$ cat src/rtl/mips_decode_stage.sv
// mips_decode_stage: MIPS decode stage with a valid/ready handshake on both sides.
// Optional write-back forwarding into A/B is enabled by defining MIPS_DECODE_FWD_EN.
module mips_decode_stage (
   input  logic        CLK,
   input  logic        RST_N,
   input  logic [31:0] Instr_In,
   input  logic        Instr_Valid,
   output logic        Instr_Ready,
   output logic [4:0]  SR1,
   output logic [4:0]  SR2,
   input  logic [31:0] ReadReg1,
   input  logic [31:0] ReadReg2,
   input  logic        WB_RegW,
   input  logic [4:0]  WB_DR,
   input  logic [31:0] WB_Data,
   output logic        Op_Valid,
   input  logic        Op_Ready,
   output logic [31:0] A,
   output logic [31:0] B,
   output logic [31:0] Imm,
   output logic [2:0]  ALUOp,
   output logic [4:0]  DR_Out,
   output logic        RegW_Out,
   output logic        ALUSrc,
   output logic        MemR,
   output logic        MemW,
   output logic        Branch,
   output logic        Illegal
);
   typedef enum logic [1:0] {IDLE, READ, HOLD} state_t;
   state_t state, next_state;
   logic accept, capture;
   logic [31:0] instr, word, op_a, op_b, imm_d;
   logic [5:0] opc, fn;
   logic is_r, addi, andi, ori, lw, sw, beq, legal, regw_d;
   logic [2:0] alu_d;
   logic [4:0] dr_d;
   always_ff @(posedge CLK or negedge RST_N)
      if (!RST_N) state <= IDLE;
      else state <= next_state;
   always_comb
      next_state = state == IDLE ? (Instr_Valid ? READ : IDLE) :
                   state == READ ? HOLD : (Op_Ready ? IDLE : HOLD);
   always_comb begin
      Instr_Ready = state == IDLE;
      Op_Valid = state == HOLD;
      accept = state == IDLE && Instr_Valid;
      capture = state == READ;
   end
   // register addresses come straight from the bus until an instruction is latched
   assign word = state == IDLE ? Instr_In : instr;
   assign SR1 = word[25:21];
   assign SR2 = word[20:16];
   always_comb begin
      opc = instr[31:26];
      fn = instr[5:0];
      is_r = opc == 6'h00 && (fn == 6'h20 || fn == 6'h22 || fn == 6'h24 || fn == 6'h25 || fn == 6'h2A);
      addi = opc == 6'h08;
      andi = opc == 6'h0C;
      ori = opc == 6'h0D;
      lw = opc == 6'h23;
      sw = opc == 6'h2B;
      beq = opc == 6'h04;
      legal = is_r || addi || andi || ori || lw || sw || beq;
      dr_d = opc == 6'h00 ? instr[15:11] : instr[20:16];
      regw_d = (is_r || addi || andi || ori || lw) && dr_d != 5'd0;
      imm_d = (andi || ori) ? {16'h0, instr[15:0]} : {{16{instr[15]}}, instr[15:0]};
      alu_d = is_r ? (fn == 6'h22 ? 3'd1 : fn == 6'h24 ? 3'd2 : fn == 6'h25 ? 3'd3 : fn == 6'h2A ? 3'd4 : 3'd0) :
              andi ? 3'd2 : ori ? 3'd3 : beq ? 3'd1 : 3'd0;
   end
`ifdef MIPS_DECODE_FWD_EN
   logic hit1, hit2, fwd1, fwd2;
   logic [31:0] fdat1, fdat2;
   assign hit1 = WB_RegW && WB_DR == SR1 && WB_DR != 5'd0;
   assign hit2 = WB_RegW && WB_DR == SR2 && WB_DR != 5'd0;
   // a write seen on the accept edge is remembered; one on the capture edge overrides it
   always_ff @(posedge CLK or negedge RST_N)
      if (!RST_N) begin
         fwd1 <= 1'b0;
         fwd2 <= 1'b0;
         fdat1 <= '0;
         fdat2 <= '0;
      end else if (accept) begin
         fwd1 <= hit1;
         fwd2 <= hit2;
         fdat1 <= WB_Data;
         fdat2 <= WB_Data;
      end
   assign op_a = hit1 ? WB_Data : fwd1 ? fdat1 : ReadReg1;
   assign op_b = hit2 ? WB_Data : fwd2 ? fdat2 : ReadReg2;
`else
   logic unused_wb;
   assign unused_wb = ^{WB_RegW, WB_DR, WB_Data};
   assign op_a = ReadReg1;
   assign op_b = ReadReg2;
`endif
   always_ff @(posedge CLK or negedge RST_N)
      if (!RST_N) begin
         instr <= '0;
         A <= '0;
         B <= '0;
         Imm <= '0;
         ALUOp <= '0;
         DR_Out <= '0;
         RegW_Out <= 1'b0;
         ALUSrc <= 1'b0;
         MemR <= 1'b0;
         MemW <= 1'b0;
         Branch <= 1'b0;
         Illegal <= 1'b0;
      end else begin
         if (accept) instr <= Instr_In;
         if (capture) begin
            A <= op_a;
            B <= op_b;
            Imm <= imm_d;
            ALUOp <= alu_d;
            DR_Out <= dr_d;
            RegW_Out <= regw_d;
            ALUSrc <= addi || andi || ori || lw || sw;
            MemR <= lw;
            MemW <= sw;
            Branch <= beq;
            Illegal <= !legal;
         end
      end
endmodule

$ cat config.mk
export PLATFORM = sky130hd
export DESIGN_NAME = mips_decode_stage
export DESIGN_NICKNAME = d
export VERILOG_FILES = /design/src/rtl/mips_decode_stage.sv
export SDC_FILE = /design/constraint.sdc
export NUM_CORES = 1
export LEC_CHECK = 0
export CAP_MARGIN = 15
export CORE_MARGIN = 3
export CORE_UTILIZATION = 58
export CTS_CLUSTER_SIZE = 16
export DETAILED_ROUTE_END_ITERATION = 8
export DONT_BUFFER_PORTS = 1
export GPL_ROUTABILITY_DRIVEN = 0
export PLACE_DENSITY = 0.74
export SLEW_MARGIN = 10
export SYNTH_ARGS = -nofsm -noshare
export SYNTH_HDL_FRONTEND = slang
export SYNTH_SLANG_ARGS = --single-unit
$ cat constraint.sdc
create_clock -name CLK -period 2.3 [get_ports CLK]
set_clock_uncertainty 0.15 [all_clocks]
set_input_delay 0.345 -clock CLK [delete_from_list [all_inputs] [get_ports CLK]]
set_output_delay 0.345 -clock CLK [all_outputs]
set_load 0.01 [all_outputs]
---- Yosys cells after proc, flatten, opt, wreduce, memory -nomap -nowiden ----
Index checks and enable logic that the tools add are counted.
word-level totals
  logic and storage cells ................. 63
  flip-flop bits (word level) ............. 144
  input port bits ......................... 138
  output and inout port bits .............. 122
operators by class
  multiplexer cells ....................... 15
  reductions and logical operators ........ 22
  equality and inequality tests ........... 13
operator list
  operator                                                               number
  6-bit equality test, second input constant                             7
  32-bit 2-to-1 mux                                                      1
  26-bit 2-to-1 mux                                                      1
  6-bit by 4-bit equality test with 1-bit output, second input constant  3
  1-bit logical OR                                                       15
  3-bit 2-to-1 mux                                                       5
  2-bit 2-to-1 mux                                                       5
  6-bit by 3-bit equality test with 1-bit output, second input constant  1
  6-bit zero test                                                        1
  5-bit 2-to-1 mux                                                       1
  5-bit nonzero test                                                     1
  1-bit logical AND                                                      3
  2-bit by 1-bit equality test with 1-bit output, second input constant  1
  2-bit equality test, second input constant                             1
  2-bit zero test                                                        1
  1-bit 2-to-1 mux                                                       2
  1-bit zero test                                                        1

---- Logic depth before layout (Yosys ltp) ----
  depth after elaboration ................. 13
  mapped depth ............................ 6

---- Worst setup path before layout ----
OpenSTA, ideal clock, no wires.
  path kind ............................... register -> output
  from .................................... register state[1]
  to ...................................... output SR1[0]
  slack ................................... 0.598 ns
  data arrival time ....................... 1.207 ns
  cell stages (with the launch flop) ...... 4
  data required time ...................... 1.805 ns
  buffers on the path ..................... 1
  path through ............................ dfrtp_1 nor2_1 buf_2 mux2_2
between the ends
  word-level cells in the longest chain between the ends .. 2
RTL lines
  item                      line  source
  start: declaration        31    state_t state, next_state;
  start signal: assignment  40    else state <= next_state;
  2-bit zero test           --
  named net Instr_Ready     8     output logic Instr_Ready,
  26-bit 2-to-1 mux         51    assign word = state == IDLE ? Instr_In : instr;
  end: declaration          9     output logic [4:0] SR1,
The timed path passes the listed nets, and every way through them passes these cells.

---- Worst setup path in the final report ----
  from .................................... register state[1]
  to ...................................... output SR1[2]
between the ends
  word-level cells in the longest chain between the ends .. 2
RTL lines
  item               line
  2-bit zero test    51
  26-bit 2-to-1 mux  51
No other way between the ends.

==> run summary <==
The run finished, with violations left. The final reports fail on negative hold slack. The cell type with the largest total area after synthesis is sky130_fd_sc_hd__dfrtp_1. The netlist uses 35 different library cells. The layout-stage area growth over the synthesis result came out at 29.5%. The antenna diode count came out at 0. The worst register-to-register path ends at RegW_Out. After synthesis, flip-flops and latches occupy 61.2% of the total area. The floorplan step set the die height to 101 µm. The estimated wirelength of the detail-placed design is 7.30 mm. In the finished design, the share of the clock period the worst path needs comes to 94.2%. The number of cells produced by synthesis came out at 363.

The global route total overflow is 0. The final-layout fill cell count is ~500. The starting density of the core came out at 60.2%. Per report_power, the sequential group accounts for 48.2% of the total. IR analysis of the VDD net gives a maximum drop of 0.900 mV. The via count of the first global-routing pass is 3619. The first global-routing pass estimated 18.6 mm of wire. STA puts the critical path data required time at 1.80 ns. The warning count from the yosys run came out at 0.

The number of hold buffers added after CTS came out at slightly below 100. Dividing the detail-routed wire length by the instance count gives 20.8 µm. The total power came out at 9.80 mW. The site row count is 34. The area enclosed by the die boundary is 10300 µm². The top-area cell type share of the netlist area came out at 61.2%. The horizontal extent of the die came out at about 100 µm. In this run the critical register-to-register path is launched from instr[29]. The initial antenna violation count came out at 0. The most common cell in the synthesized netlist is sky130_fd_sc_hd__dfrtp_1. The logic depth of the worst register-to-register path is 4. The number of nets in the layout came out at 590. The actual transition at the worst max-transition pin came out at 0.568 ns. For flop-to-flop paths, the worst setup slack is 0.50 ns. The tightest min-delay check is of the primary input to async pin type. The multi-input gate area in the final layout is 1840 µm². The summed area of non-filler cells in the final layout is 6840 µm². TritonCTS created 17 clock buffers. The buffer cell driving the clock tree root is sky130_fd_sc_hd__clkbuf_8. Entering global routing, the biggest net connects 130 pins.

The detailed router placed 3215 vias in this run. The floorplan step defined a core boundary enclosing approximately 9000 µm². The synthesized design contains around 130 register bits. The synthesized area per cell came out at 14.5 µm². The endpoint type of the worst setup path is an output pin. The largest fanout on the critical path is 12. The final count of pins violating max slew came out at 0. The final number of setup-violating endpoints is 0. The leakage component of the power came out at 2.98 nW. The count of buffers added by post-CTS timing repair for setup came out at 0. The arrival time at the worst endpoint came out at 1.67 ns.

TritonCTS built the clock tree. The I/O pin count is 260. The worst path needs 2.17 ns of the cycle, external delays included. Yosys attributes the largest share of cell area to sky130_fd_sc_hd__dfrtp_1 (61%), sky130_fd_sc_hd__mux2_2 (20%), sky130_fd_sc_hd__mux2_1 (5.3%). The placement-stage cell area is 5270 µm². The count of unresolved DRC violations after routing is 0. The number of design-rule violations left by the first detailed-router iteration is 84.

The worst-case setup margin in the final layout came out at about 0.13 ns. The final wirelength is 11.9 mm. The fraction of layout cells with a size suffix above 1 is just under 30%.

The TritonCTS sink count came out at around 130. The clock-pin slew reported for the worst setup and hold paths after clock tree synthesis is 0.06 ns. The area taken by flip-flops and latches came out at 3230 µm². In the synthesized netlist, the cells that appear most often are sky130_fd_sc_hd__dfrtp_1 (129), sky130_fd_sc_hd__mux2_2 (94), sky130_fd_sc_hd__mux2_1 (25), sky130_fd_sc_hd__nand2_1 (23), sky130_fd_sc_hd__buf_4 (18).

The remaining antenna violation count after routing is 0. The count of TritonRoute iterations in the first routing pass is 5. Setup repair after global routing left no endpoint under its margin. In this run, synthesis inferred 0 flip-flops with an integrated enable.

The beginning of the critical path is state[1]. The quantity of I/O buffers inserted on ports came out at 0. The net count after synthesis is 501.

The most used flip-flop cell after synthesis is sky130_fd_sc_hd__dfrtp_1. The post-synthesis cell area came out at 5280 µm². The share of total power dissipated in the clock network is 27.2%. Measured against its own limit, the worst slew margin works out to ~62%.

In the final timing run, aggregate negative setup slack is 0 ns. Across every metal layer, demand over resource in global routing totals 23.5%. Dividing total power by cell area gives a power density of 1430 nW/µm². The deepest clock path buffer count came out at 2. The number of vias per cell is 5.61.

The share of flip-flops with an asynchronous set or reset after synthesis came out at 100%. The startpoint class of the critical path is a register. The total of cells resized after clock tree synthesis came out at 0. The cell-internal power came out at between 6 and 7 mW.

Clock latency on the worst-skew pair, taken at its later pin, is 0.50 ns. Of the total power, combinational logic draws 24.6%. The maximum achievable frequency is 0.461 GHz. The number of hold violations in the final report is roughly 130. The worst slack at placement came out at 0.567 ns. The analysis attributes to net switching a power of 3.37 mW. The H-tree was split into 4 levels. Max-cap violations in this run came to 0. The net switching fraction of the power came out at between 30% and 40%. The tightest hold margin is -0.618 ns. The critical path is of the register to output pin type.
flip-flops by register name, indices dropped and copies added (netlist names):
name	flops
Illegal	1
RegW_Out	1
B	32
MemW	1
A	32
instr	32
MemR	1
Imm	17
DR_Out	5
Branch	1
state	2
ALUSrc	1
ALUOp	3
power groups by stage:
stage / registers [mW] / clock network, mW / logic (mW)
after global placement: 4.68 / 0 / 2.14
final: 4.73 / 2.66 / 2.41
after CTS: 4.72 / 2.71 / 2.40
after floorplan: 4.41 / 0 / 2.12
after global routing: 4.90 / 2.82 / 2.65
after detailed placement: 4.75 / 0 / 2.25
how the worst max path moves through the flow:
stage | endpoint | slack, ns | cells after the start
after floorplan | SR1[0] | 0.60 | 3
after global placement | RegW_Out | 0.60 | 4
after detailed placement | A[7] | 0.57 | 3
after CTS | SR2[0] | 0.11 | 3
after global routing | SR2[4] | 0.05 | 3
final | SR1[2] | 0.13 | 3
metal layers:
metal | GRT usage, % | vias to the layer above | wire (µm)
met3 | 9.37 | 26 | 1060
met1 | 25.6 | 1596 | 4150
met2 | 40.9 | 146 | 6370
met4 | 9.82 | 0 | 321
li1 | - | 1447 | -
met5 | 0 | - | 0
final cells by class:
class                           count  area share, %
Clock buffer                       18           6.11
Clock inverter                     14           2.64
Inverter                            2          0.110
Multi-Input combinational cell    199           26.9
Sequential cell                   129           47.2
Tap cell                          108           1.98
Timing Repair Buffer              103           15.0
per-stage QoR:
stage,instances,utilization [%]
after floorplan,363,-
after global placement,444,60.1
after detailed placement,444,60.1
after CTS,573,78.0
after global routing,573,78.0
final,573,78.0
worst max-delay path: stages (launching register included):
cell and delay (ns):
sky130_fd_sc_hd__dfrtp_1 0.41, sky130_fd_sc_hd__nor2_1 0.14, sky130_fd_sc_hd__buf_4 0.23, sky130_fd_sc_hd__mux2_2 0.39
cell families (layout without fill, tap and decap cells):
family | after synthesis | after routing | share of synthesized area (%)
compound gates | 28 | 28 | 3.37
buf+inv | 35 | 137 | 4.17
flops | 129 | 129 | 61.2
mux | 125 | 125 | 26.5
simple gates | 46 | 46 | 4.79
cells in the final DEF (no fill, tap or decap), types with 3 or more instances in the layout:
| master | instances |
|---|---|
| sky130_fd_sc_hd__mux2_2 | 94 |
| sky130_fd_sc_hd__inv_6 | 3 |
| sky130_fd_sc_hd__o21ai_0 | 15 |
| sky130_fd_sc_hd__mux2i_1 | 6 |
| sky130_fd_sc_hd__buf_4 | 5 |
| sky130_fd_sc_hd__bufinv_16 | 3 |
| sky130_fd_sc_hd__dfrtp_1 | 128 |
| sky130_fd_sc_hd__clkbuf_16 | 16 |
| sky130_fd_sc_hd__a21oi_1 | 3 |
| sky130_fd_sc_hd__dlygate4sd3_1 | 97 |
| sky130_fd_sc_hd__mux2_1 | 25 |
| sky130_fd_sc_hd__clkinv_4 | 5 |
| sky130_fd_sc_hd__nand2_1 | 23 |
| sky130_fd_sc_hd__nor2_1 | 6 |
No activity file was read; power rests on OpenSTA's default activity.
